**src/rtl/crypto1_key_collector.sv**
```systemverilog
// Collects found keys from an array of Crypto1 search cores: round-robin scan of KEY_VALID,
// serial 48-bit readout over the selected core's KEY_CLK/KEY_DATA, then a valid/ready handoff.
module crypto1_key_collector #(
   parameter int N_CORES  = 16,
   parameter int CLK_HALF = 2,
   parameter int IDX_W    = $clog2(N_CORES)
) (
   input  logic               i_clk,
   input  logic               i_reset,
   input  logic [N_CORES-1:0] i_core_done,
   input  logic [N_CORES-1:0] i_core_key_valid,
   input  logic [N_CORES-1:0] i_core_key_data,
   output logic [N_CORES-1:0] o_core_key_clk,
   output logic [47:0]        o_key,
   output logic [IDX_W-1:0]   o_key_core,
   output logic               o_key_out_valid,
   input  logic               i_key_out_ready,
   output logic [7:0]         o_key_count,
   output logic               o_all_done
);

   typedef enum logic [1:0] {
      S_SCAN,
      S_SHIFT_LO,
      S_SHIFT_HI,
      S_PRESENT
   } state_t;

   localparam logic [3:0]       PHASE_LAST = 4'(CLK_HALF - 1);
   localparam logic [IDX_W-1:0] LAST_IDX   = IDX_W'(N_CORES - 1);
   localparam logic [5:0]       LAST_BIT   = 6'd47;

   state_t             r_state;
   logic [IDX_W-1:0]   r_ptr;
   logic [IDX_W-1:0]   r_sel;
   logic [N_CORES-1:0] r_serviced;
   logic [47:0]        r_sr;
   logic [5:0]         r_bitcnt;
   logic [3:0]         r_phase;
   logic [N_CORES-1:0] r_core_key_clk;
   logic [47:0]        r_key;
   logic [IDX_W-1:0]   r_key_core;
   logic               r_key_out_valid;
   logic [7:0]         r_key_count;
   logic               r_all_done;

   logic [N_CORES-1:0] w_pending;
   logic [N_CORES-1:0] w_sel_onehot;
   logic               w_all_done_cond;

   function automatic logic [IDX_W-1:0] next_idx(input logic [IDX_W-1:0] idx);
      return (idx == LAST_IDX) ? '0 : idx + 1'b1;
   endfunction

   // A core counts as pending only until its key has been delivered once.
   assign w_pending       = i_core_key_valid & ~r_serviced;
   assign w_sel_onehot    = N_CORES'(1) << r_sel;
   assign w_all_done_cond = (&i_core_done) & ~(|w_pending);

   always_ff @(posedge i_clk) begin
      if (i_reset) begin
         // NOTE: every register, including the shift register and the key, is cleared so the
         // host never sees a stale key after a reset that interrupts a shift.
         r_state         <= S_SCAN;
         r_ptr           <= '0;
         r_sel           <= '0;
         r_serviced      <= '0;
         r_sr            <= '0;
         r_bitcnt        <= '0;
         r_phase         <= '0;
         r_core_key_clk  <= '0;
         r_key           <= '0;
         r_key_core      <= '0;
         r_key_out_valid <= 1'b0;
         r_key_count     <= '0;
         r_all_done      <= 1'b0;
      end else begin
         r_all_done <= (r_state == S_SCAN) && w_all_done_cond;

         case (r_state)
            S_SCAN: begin
               if (w_pending[r_ptr]) begin
                  r_sel    <= r_ptr;
                  r_phase  <= '0;
                  r_bitcnt <= '0;
                  r_state  <= S_SHIFT_LO;
               end else begin
                  r_ptr <= next_idx(r_ptr);
               end
            end

            S_SHIFT_LO: begin
               // Data is sampled at the end of the low half, just before KEY_CLK rises.
               if (r_phase == PHASE_LAST) begin
                  r_sr           <= {r_sr[46:0], i_core_key_data[r_sel]};
                  r_phase        <= '0;
                  r_core_key_clk <= w_sel_onehot;
                  r_state        <= S_SHIFT_HI;
               end else begin
                  r_phase <= r_phase + 1'b1;
               end
            end

            S_SHIFT_HI: begin
               if (r_phase == PHASE_LAST) begin
                  r_phase        <= '0;
                  r_core_key_clk <= '0;
                  if (r_bitcnt == LAST_BIT) begin
                     r_key             <= r_sr;
                     r_key_core        <= r_sel;
                     r_key_out_valid   <= 1'b1;
                     r_serviced[r_sel] <= 1'b1;
                     r_state           <= S_PRESENT;
                  end else begin
                     r_bitcnt <= r_bitcnt + 1'b1;
                     r_state  <= S_SHIFT_LO;
                  end
               end else begin
                  r_phase <= r_phase + 1'b1;
               end
            end

            S_PRESENT: begin
               // Resuming after the served core keeps the scan round-robin fair.
               if (i_key_out_ready) begin
                  r_key_out_valid <= 1'b0;
                  if (r_key_count != 8'hFF) r_key_count <= r_key_count + 1'b1;
                  r_ptr   <= next_idx(r_sel);
                  r_state <= S_SCAN;
               end
            end

            default: r_state <= S_SCAN;
         endcase
      end
   end

   assign o_core_key_clk  = r_core_key_clk;
   assign o_key           = r_key;
   assign o_key_core      = r_key_core;
   assign o_key_out_valid = r_key_out_valid;
   assign o_key_count     = r_key_count;
   assign o_all_done      = r_all_done;

endmodule

```
**config.mk**
```make
export PLATFORM = sky130hd
export DESIGN_NAME = crypto1_key_collector
export DESIGN_NICKNAME = d
export VERILOG_FILES = /design/src/rtl/crypto1_key_collector.sv
export SDC_FILE = /design/constraint.sdc
export NUM_CORES = 1
export LEC_CHECK = 0
export ABC_AREA = 1
export BUFFER_PORTS_ARGS = -buffer_cell sky130_fd_sc_hd__buf_4
export CAP_MARGIN = 20
export CORE_MARGIN = 4
export CORE_UTILIZATION = 40
export CTS_CLUSTER_SIZE = 28
export DETAILED_ROUTE_END_ITERATION = 7
export SYNTH_ARGS = -nofsm -noshare
export SYNTH_HDL_FRONTEND = slang
export SYNTH_SLANG_ARGS = --single-unit
```
**constraint.sdc**
```tcl
create_clock -name i_clk -period 1.8 [get_ports i_clk]
set_clock_uncertainty 0.1 [all_clocks]
set_input_delay 0.45 -clock i_clk [delete_from_list [all_inputs] [get_ports i_clk]]
set_output_delay 0.45 -clock i_clk [all_outputs]
set_load 0.02 [all_outputs]
```
---- Yosys cells after proc, flatten, opt, wreduce, memory -nomap -nowiden ----
Index checks and enable logic that the tools add are counted.
Widths: inputs -> output; s select.
word-level totals
  output and inout bits ................... 78
  logic and storage cells ................. 94
  register bits after elaboration ......... 162
  bits of input ports ..................... 51
cells by class
  order comparisons ....................... 3
  equality and inequality tests ........... 15
  add/sub/neg operators ................... 5
  reduce and logical (&&, ||, !) cells .... 21
  shift-type cells ........................ 1
  multiplexer cells ....................... 31
  bitwise logic cells ..................... 5
operators with widths
  cell                  count
  $mux 16               2
  $pmux 16 s2           1
  $mux 4                6
  $mux 6                3
  $and 16x16->16        1
  $not 16->16           1
  $or 16x16->16         1
  $pmux 4 s2            2
  $reduce_and 16->1     1
  $reduce_or 16->1      1
  $shl 1x4->16 const A  1
  $add 4x1->4 const B   3
  $ne 2x2->1 const B    6
  $pmux 6 s2            1
  $reduce_and 3->1      4
  $reduce_and 4->1      3
  $lt 4x5->1 const B    2
  $mux 2                5
  $reduce_bool 2->1     5
  $add 8x1->8 const B   1
  $bmux 1 s4            2
  $eq 4x4->1 const B    2
  $ne 8x8->1 const B    1
  $pmux 2 s4            1
  16 further kinds      25

---- Longest topological paths before layout ----
Gate-level depths: netlist of run 1.
  depth after elaboration ................. 6
  mapped depth ............................ 12
  depth with buffers taken out ............ 10

---- Least setup slack after synthesis of run 1 ----
Ideal clock, no wire load.
  path kind ............................... reg2reg
  start ................................... reg r_key_count[0], in the netlist o_key_count[0]
  end ..................................... reg r_key_count[6], in the netlist o_key_count[6]
  path buffers ............................ 0
  required time ........................... 1.572 ns
  slack ................................... -0.089 ns
  data arrival time ....................... 1.662 ns
  cell stages (with the launch flop) ...... 10
  library setup time ...................... 0.128 ns
  period minus slack after synthesis ...... 1.889 ns
  cell sequence ........................... dfxtp_1 > ha_1 > inv_1 > nor4_1 > nand2_1 > nand2_1 > clkinv_1 > nand2_1 > xor2_1 > nor2_1
between the ends
  longest elaborated chain between the ends .. 2
  elaborated cells between the ends (all ways) .. 3
  classes of those cells .................. add/sub (1); eq/ne (1); reduce/logical (1)
RTL lines
  element                                                              line  RTL
  from (decl)                                                          44    logic [7:0] r_key_count;
  from (signal assigned)                                               127   if (r_key_count != 8'hFF) r_key_count <= r_key_count + 1'b1;
  parallel branches: the longest is 2 deep, another holds $add 8x1->8  --
Several ways; the timed one is not identified.
A chain may end at the register's enable or synchronous reset.

---- Worst setup path after layout of run 1 ----
  start ................................... reg r_bitcnt[1]
  end ..................................... reg r_serviced[8]
between the ends
  longest elaborated chain between the ends .. 2
RTL lines
  element                          line  RTL
  from (decl)                      38    logic [5:0] r_bitcnt;
  from (signal assigned)           115   r_bitcnt <= r_bitcnt + 1'b1;
  $eq 6x6->1                       108   if (r_bitcnt == LAST_BIT) begin
  $reduce_and 3->1 (no line)       --
  to (signal assigned)             67    r_serviced <= '0;
  to (signal, indexed assignment)  112   r_serviced[r_sel] <= 1'b1;
  to (decl)                        36    logic [N_CORES-1:0] r_serviced;
No other way between the ends.

==> flow_metrics.py, run 1 <==
metrics = {
    "final_layout": {
        "syn2layout_area_growth_pct": 39.3,
        "fillCellCount": 1539,
        "mostFrequentLayoutCells": "186 x buf_4, 153 x dfxtp_1, 134 x a21oi_1",
        "n_antenna_cell": 0,
        "drive_gt1_share_pct": 27.0,
        "final_area_sq_um": 9400,
        "mostFrequentLayoutCell": "buf_4",
        "finalNonFillerCells": 1296,
        "nNetsFinal": 1132,
    },
    "setup_path": {
        "start_kind": "flop",
        "crit_chain": "ha_4, nand3_4, nor4_4, nand2_4, buf_6, nor2_4, buf_6, nand2_2, a21oi_2",
        "path_max_fanout": 6,
        "slowest_stage": "dfxtp_4",
        "cp.arrival_ns": 2.00,
        "cp_common_cell": "buf_6",
        "cp.required_ns": 2.05,
        "critPathMaxStageDelay_ns": 0.36,
        "end_kind": "flop",
        "crit_type": "flop to flop",
    },
    "pwr": {
        "powerDensity_nw_per_um2": 1210,
        "ir_drop_uv": 801,
        "total_power_mw": 11.4,
        "p_leak_nw": 3.99,
    },
    "logic_synthesis": {
        "synth_top_cell_area_share_pct": 48.1,
        "synth_area_leaders": "dfxtp_1 48%, a21oi_1 11%, o21ai_0 7.9%, inv_1 5.3%, nor2_1 5.2%",
        "synth_cell_types": 32,
        "syn-num-nets": 956,
        "synth_area_leader_cell": "dfxtp_1",
        "ys.flop_type": "dfxtp_1",
        "avgSynthCellArea_sq_um": 7.59,
        "async_flop_share_pct": 0,
        "synth_warnings": 0,
        "netlist_area_sq_um": 6750,
        "netlist_instances": 889,
        "synth_seq_area_share_pct": 48.1,
        "ys_ff_latch": 162,
        "synth_edf_count": 0,
    },
    "sta": {
        "maxSlewHeadroom_pct": 69.8,
        "min_period_ns": 1.76,
        "rsz0062_at_grt": "yes",
        "worst_pin_slew_ns": 0.453,
        "finalHoldViolCount": 0,
        "setup_viol": 0,
        "fmax_ghz": 0.569,
        "period_share_pct": 97.6,
        "finalMaxSlewViolations": 0,
    },
    "detailed_routing": {
        "vias_per_cell": 4.90,
        "drt_wl_total_mm": 18.2,
        "drc": 0,
        "vias": 6353,
        "drtPass1Iterations": 5,
        "drtIter0Drc": 388,
        "antenna_left": 0,
        "routedWlPerCell_um": 14.0,
    },
    "global_route": {
        "grt_usage_pct": 18.2,
        "grt_max_degree": 70,
        "antenna_found_initial": 0,
        "grt_pass1_wl_mm": 28.0,
        "grt_pass1_vias": 5769,
        "gr-total-overflow": 0,
    },
    "clock_tree": {
        "cts-buffers-inserted": 17,
        "clockBufferDepth": 2,
        "clkSlewWorstSetupHoldPaths_ns": 0.06,
        "cts_sinks": 162,
        "postCtsHoldBufs": 0,
        "htree_levels": 4,
        "cts_tree": "yes",
        "cts-root-buf": "clkbuf_16",
        "clock_latency_ns": 0.41,
    },
    "floorplanning": {
        "die_w_um": 138,
        "dieArea_sq_um": 19000,
        "start_util_pct": 40.8,
        "io_pins": 129,
        "core_sq_um": 16500,
        "num_rows": 47,
        "die_y_um": 138,
    },
    "placement": {
        "place_congestion": 0.889,
        "placed_cell_area_sq_um": 8300,
        "placedCellCount": 1246,
        "dp_hpwl_mm": 12.0,
        "io_buffers": 128,
    },
    "status": {
        "status": "completed",
    },
    "run": {
        "drv_cap": 0,
    },
    "worst_hold_path": {
        "hold_class": "input port to flop",
    },
}
-- power by group --
part           switching [mW]  internal (mW)
Clock                    1.47           2.21
Combinational            2.05           1.54
Sequential              0.245           3.88
-- final timing paths --
path / start / cells past startpoint / slack, ns / end
max: r_bitcnt[1]$_SDFFE_PP0P_ / 9 / 0.04 / r_serviced[8]$_SDFFE_PP0P_
min: i_core_key_valid[12] / 4 / 0.23 / o_all_done$_SDFF_PP0_
max reg2reg: r_bitcnt[1]$_SDFFE_PP0P_ / 9 / 0.04 / r_serviced[8]$_SDFFE_PP0P_
min reg2reg: o_core_key_clk[5]$_SDFFE_PP0P_ / 2 / 0.36 / o_core_key_clk[5]$_SDFFE_PP0P_
-- sequential cells by signal (all words and copies together), names as in the netlist --
name             cells
o_key               48
r_sr                48
o_core_key_clk      16
r_serviced          16
o_key_count          8
r_bitcnt             6
o_key_core           4
r_phase              4
r_ptr                4
r_sel                4
r_state              2
o_all_done           1
o_key_out_valid      1
-- layout make-up --
| class | instances | area, sq um | share of cell area [%] |
|---|---|---|---|
| flip-flops and latches | 162 | 3260 | 34.7 |
| multi-input cells | 577 | 3080 | 32.8 |
| repair buffers | 206 | 1780 | 19.0 |
| clock buffers | 18 | 439 | 4.67 |
| inverters | 99 | 388 | 4.13 |
| well taps | 220 | 275 | 2.93 |
| clock inverters | 12 | 158 | 1.68 |
| repair inverters | 2 | 13.8 | 0.146 |
-- repair_timing --
action	in CTS	in global routing
resized for setup	10	69
pin swaps	1	11
gates cloned	2	6
setup endpoints to repair	32	142
setup buffers	0	13
endpoints found under the hold margin	0	0
-- through the flow --
| step | hold WS (ns) | worst slack, ns | util, % | TNS, ns |
|---|---|---|---|---|
| after global placement | 0.355 | 0.0132 | 50.2 | 0 |
| after floorplan | 0.335 | 0.0152 | - | 0 |
| final | 0.233 | 0.0427 | 56.9 | 0 |
| after global routing | 0.242 | -0.0741 | 56.9 | -1.26 |
| after detailed placement | 0.355 | -0.0329 | 50.2 | -0.161 |
| after CTS | 0.218 | 0.00509 | 54.2 | 0 |
-- cells in the mapped netlist, types with 2 or more instances --
| cell type | n |
|---|---|
| clkinv_1 | 2 |
| nand4_1 | 21 |
| nor2_1 | 94 |
| xnor2_1 | 2 |
| buf_4 | 2 |
| dfxtp_1 | 162 |
| a221oi_1 | 3 |
| inv_1 | 95 |
| clkbuf_1 | 32 |
| nand3_1 | 60 |
| a21oi_1 | 144 |
| nand2_1 | 89 |
| nand3b_1 | 3 |
| buf_2 | 11 |
| o21ai_0 | 106 |
| buf_6 | 4 |
| inv_2 | 2 |
| o22ai_1 | 3 |
| xor2_1 | 5 |
| o21ai_1 | 20 |
| ha_1 | 16 |
| a211oi_1 | 2 |
| nor3_1 | 2 |
-- critical path: cells and delay by family (launching register included) --
kind | cells | cell delay [ns]
adder cells (fa/ha/maj) | 1 | 0.15
AO/OA/AOI/OAI | 1 | 0.14
AND/OR/NAND/NOR | 5 | 0.65
flip-flops | 1 | 0.36
buffers and inverters | 2 | 0.29
-- metal layers --
layer | global-route usage (%) | vias to the layer above | wire, um | part of all wire, %
met3 | 4.61 | 20 | 1060 | 5.8
met4 | 5.60 | 0 | 243 | 1.3
met2 | 28.5 | 122 | 8330 | 46
met1 | 24.7 | 2888 | 8530 | 47
met5 | 0 | - | 0 | 0
li1 | - | 3323 | - | -
-- logic make-up after synthesis --
logic type	share of synthesized area, %
compound gates	21.2
buf+inv	9.13
flops	48.1
xor+xnor	0.909
fa+ha+maj	2.97
simple gates	17.8
(Power assumes the default switching activity.)
==> run 2, diff against run 1 <==
--- a/config.mk
+++ b/config.mk
@@ -7,7 +7,7 @@
 export LEC_CHECK = 0
 export ABC_AREA = 1
 export BUFFER_PORTS_ARGS = -buffer_cell sky130_fd_sc_hd__buf_4
-export CAP_MARGIN = 20
+export CAP_MARGIN = 10
 export CORE_MARGIN = 4
 export CORE_UTILIZATION = 40
 export CTS_CLUSTER_SIZE = 28
==> constraint.sdc (replaced) <==
create_clock -name i_clk -period 1.87 [get_ports i_clk]
set_clock_uncertainty 0.1 [all_clocks]
set_input_delay 0.4675 -clock i_clk [delete_from_list [all_inputs] [get_ports i_clk]]
set_output_delay 0.4675 -clock i_clk [all_outputs]
set_load 0.02 [all_outputs]
==> flow_metrics.py, run 2 (synthesis gave the netlist of run 1 again) <==
metrics = {
    "sta": {
        "fmax_ghz": 0.566,
        "worst_pin_slew_ns": 0.440,
        "min_period_ns": 1.77,
        "fin_ws_ns": 0.104,
        "finalHoldViolCount": 0,
        "finalMaxSlewViolations": 0,
        "rsz0062_at_grt": "yes",
        "maxSlewHeadroom_pct": 70.6,
        "setup_viol": 0,
        "period_share_pct": 94.4,
    },
    "final_layout": {
        "mostFrequentLayoutCell": "buf_4",
        "syn2layout_area_growth_pct": 32.4,
        "multi_input_area_sq_um": 2950,
        "nNetsFinal": 1110,
        "n_antenna_cell": 0,
        "drive_gt1_share_pct": 22.9,
        "final_area_sq_um": 8930,
        "fillCellCount": 1574,
        "final-seq-area_sq_um": 3250,
        "mostFrequentLayoutCells": "175 x buf_4, 156 x dfxtp_1, 143 x a21oi_1",
        "fin_util_pct": 54.0,
    },
    "floorplanning": {
        "num_rows": 47,
        "io_pins": 129,
        "dieArea_sq_um": 19000,
        "start_util_pct": 40.8,
        "core_sq_um": 16500,
        "die_y_um": 138,
        "die_w_um": 138,
    },
    "run": {
        "drv_cap": 0,
    },
    "setup_path": {
        "end_kind": "flop",
        "critPathTopFamily": "simple AND/OR/NAND/NOR gates",
        "path_max_fanout": 6,
        "start_kind": "flop",
        "ff2ff_setup_slack_ns": 0.10,
        "cp_common_cell": "buf_4",
        "critPathMaxStageDelay_ns": 0.36,
        "crit_buf_inv": 2,
        "cp.arrival_ns": 2.01,
        "cp.required_ns": 2.12,
        "crit_type": "flop to flop",
        "crit_chain": "ha_4, nand3_2, nor4_4, nand2_2, buf_4, nor2_1, buf_4, nand2_1, a21oi_1",
        "slowest_stage": "dfxtp_2",
    },
    "global_route": {
        "grt_pass1_wl_mm": 27.1,
        "antenna_found_initial": 0,
        "grt_pass1_vias": 5682,
        "grt_max_degree": 49,
        "gr-total-overflow": 0,
        "grt_usage_pct": 17.6,
    },
    "placement": {
        "dp_slack_ns": 0.00872,
        "dp_hpwl_mm": 11.9,
        "io_buffers": 128,
        "place_congestion": 0.907,
        "placed_cell_area_sq_um": 8210,
    },
    "clock_tree": {
        "htree_levels": 4,
        "clock_latency_ns": 0.42,
        "cts_tree": "yes",
        "clockBufferDepth": 2,
        "cts-root-buf": "clkbuf_16",
        "cts_sinks": 162,
        "cts-buffers-inserted": 17,
        "clkSlewWorstSetupHoldPaths_ns": 0.06,
        "postCtsHoldBufs": 0,
    },
    "pwr": {
        "ir_drop_uv": 711,
        "p_leak_nw": 3.77,
        "powerDensity_nw_per_um2": 1140,
        "total_power_mw": 10.2,
    },
    "detailed_routing": {
        "drc": 0,
        "antenna_left": 0,
        "vias_per_cell": 4.90,
        "drtPass1Iterations": 5,
        "vias": 6247,
        "drt_wl_total_mm": 17.1,
        "drtIter0Drc": 329,
        "routedWlPerCell_um": 13.4,
    },
    "status": {
        "status": "completed",
    },
    "worst_hold_path": {
        "hold_class": "input port to flop",
    },
}
[run 2: cell count changes in the layout (fill, tap and decap cells not counted), sizes merged]
cell	change
inv	+2
clkbuf	-1
bufinv	-2
clkinv	-1
clkinvlp	-1
buf	-19
[run 2: routing by layer]
| metal | vias up | share of wire (%) | GRT usage, % |
|---|---|---|---|
| li1 | 3276 | - | - |
| met1 | 2801 | 47 | 24.0 |
| met2 | 145 | 45 | 27.0 |
| met3 | 25 | 6.6 | 4.90 |
| met4 | 0 | 1.8 | 6.09 |
| met5 | - | 0 | 0 |
[run 2: what timing repair did]
item,in CTS,in global routing
cloned,0,4
pin swaps,0,3
setup endpoints to repair,1,104
buffers inserted,0,3
gates resized for setup,1,25
[run 2: cell type report]
type                       instances  share of cell area [%]
sequential                       162                    36.4
multi-input combinational        577                    33.1
timing repair buffer             185                    17.0
clock buffer                      19                    4.96
inverter                          99                    4.26
tap                              220                    3.08
clock inverter                    11                    1.19
timing repair inverter             1                  0.0561
[run 2: power breakdown]
part           internal, mW  switching, mW  total [mW]
clock                  1.86           1.39        3.25
sequential             3.72          0.192        3.91
combinational          1.22           1.82        3.04
[run 2: worst paths after layout]
check,from,end,depth (start not counted)
worst max-delay path,r_bitcnt[1]$_SDFFE_PP0P_,r_serviced[12]$_SDFFE_PP0P_,9
worst min-delay path,i_core_key_valid[5],o_all_done$_SDFF_PP0_,4
worst max register to register,r_bitcnt[1]$_SDFFE_PP0P_,r_serviced[12]$_SDFFE_PP0P_,9
worst min register to register,r_serviced[6]$_SDFFE_PP0P_,r_serviced[6]$_SDFFE_PP0P_,2
[run 2: tightest hold or removal path, cell delays in order]
cell and delay (ns):
buf_4 0.09, a221oi_1 0.07, nand3_1 0.06, nor2_1 0.03
[run 2: through the flow]
step | std cells | hold WS, ns | TNS (ns)
2_1_floorplan | 889 | 0.335 | 0
3_3_place_gp | 1237 | 0.355 | 0
3_5_place_dp | 1237 | 0.356 | 0
4_1_cts | 1267 | 0.222 | 0
5_1_grt | 1274 | 0.249 | -0.0828
6_report | 1274 | 0.237 | 0
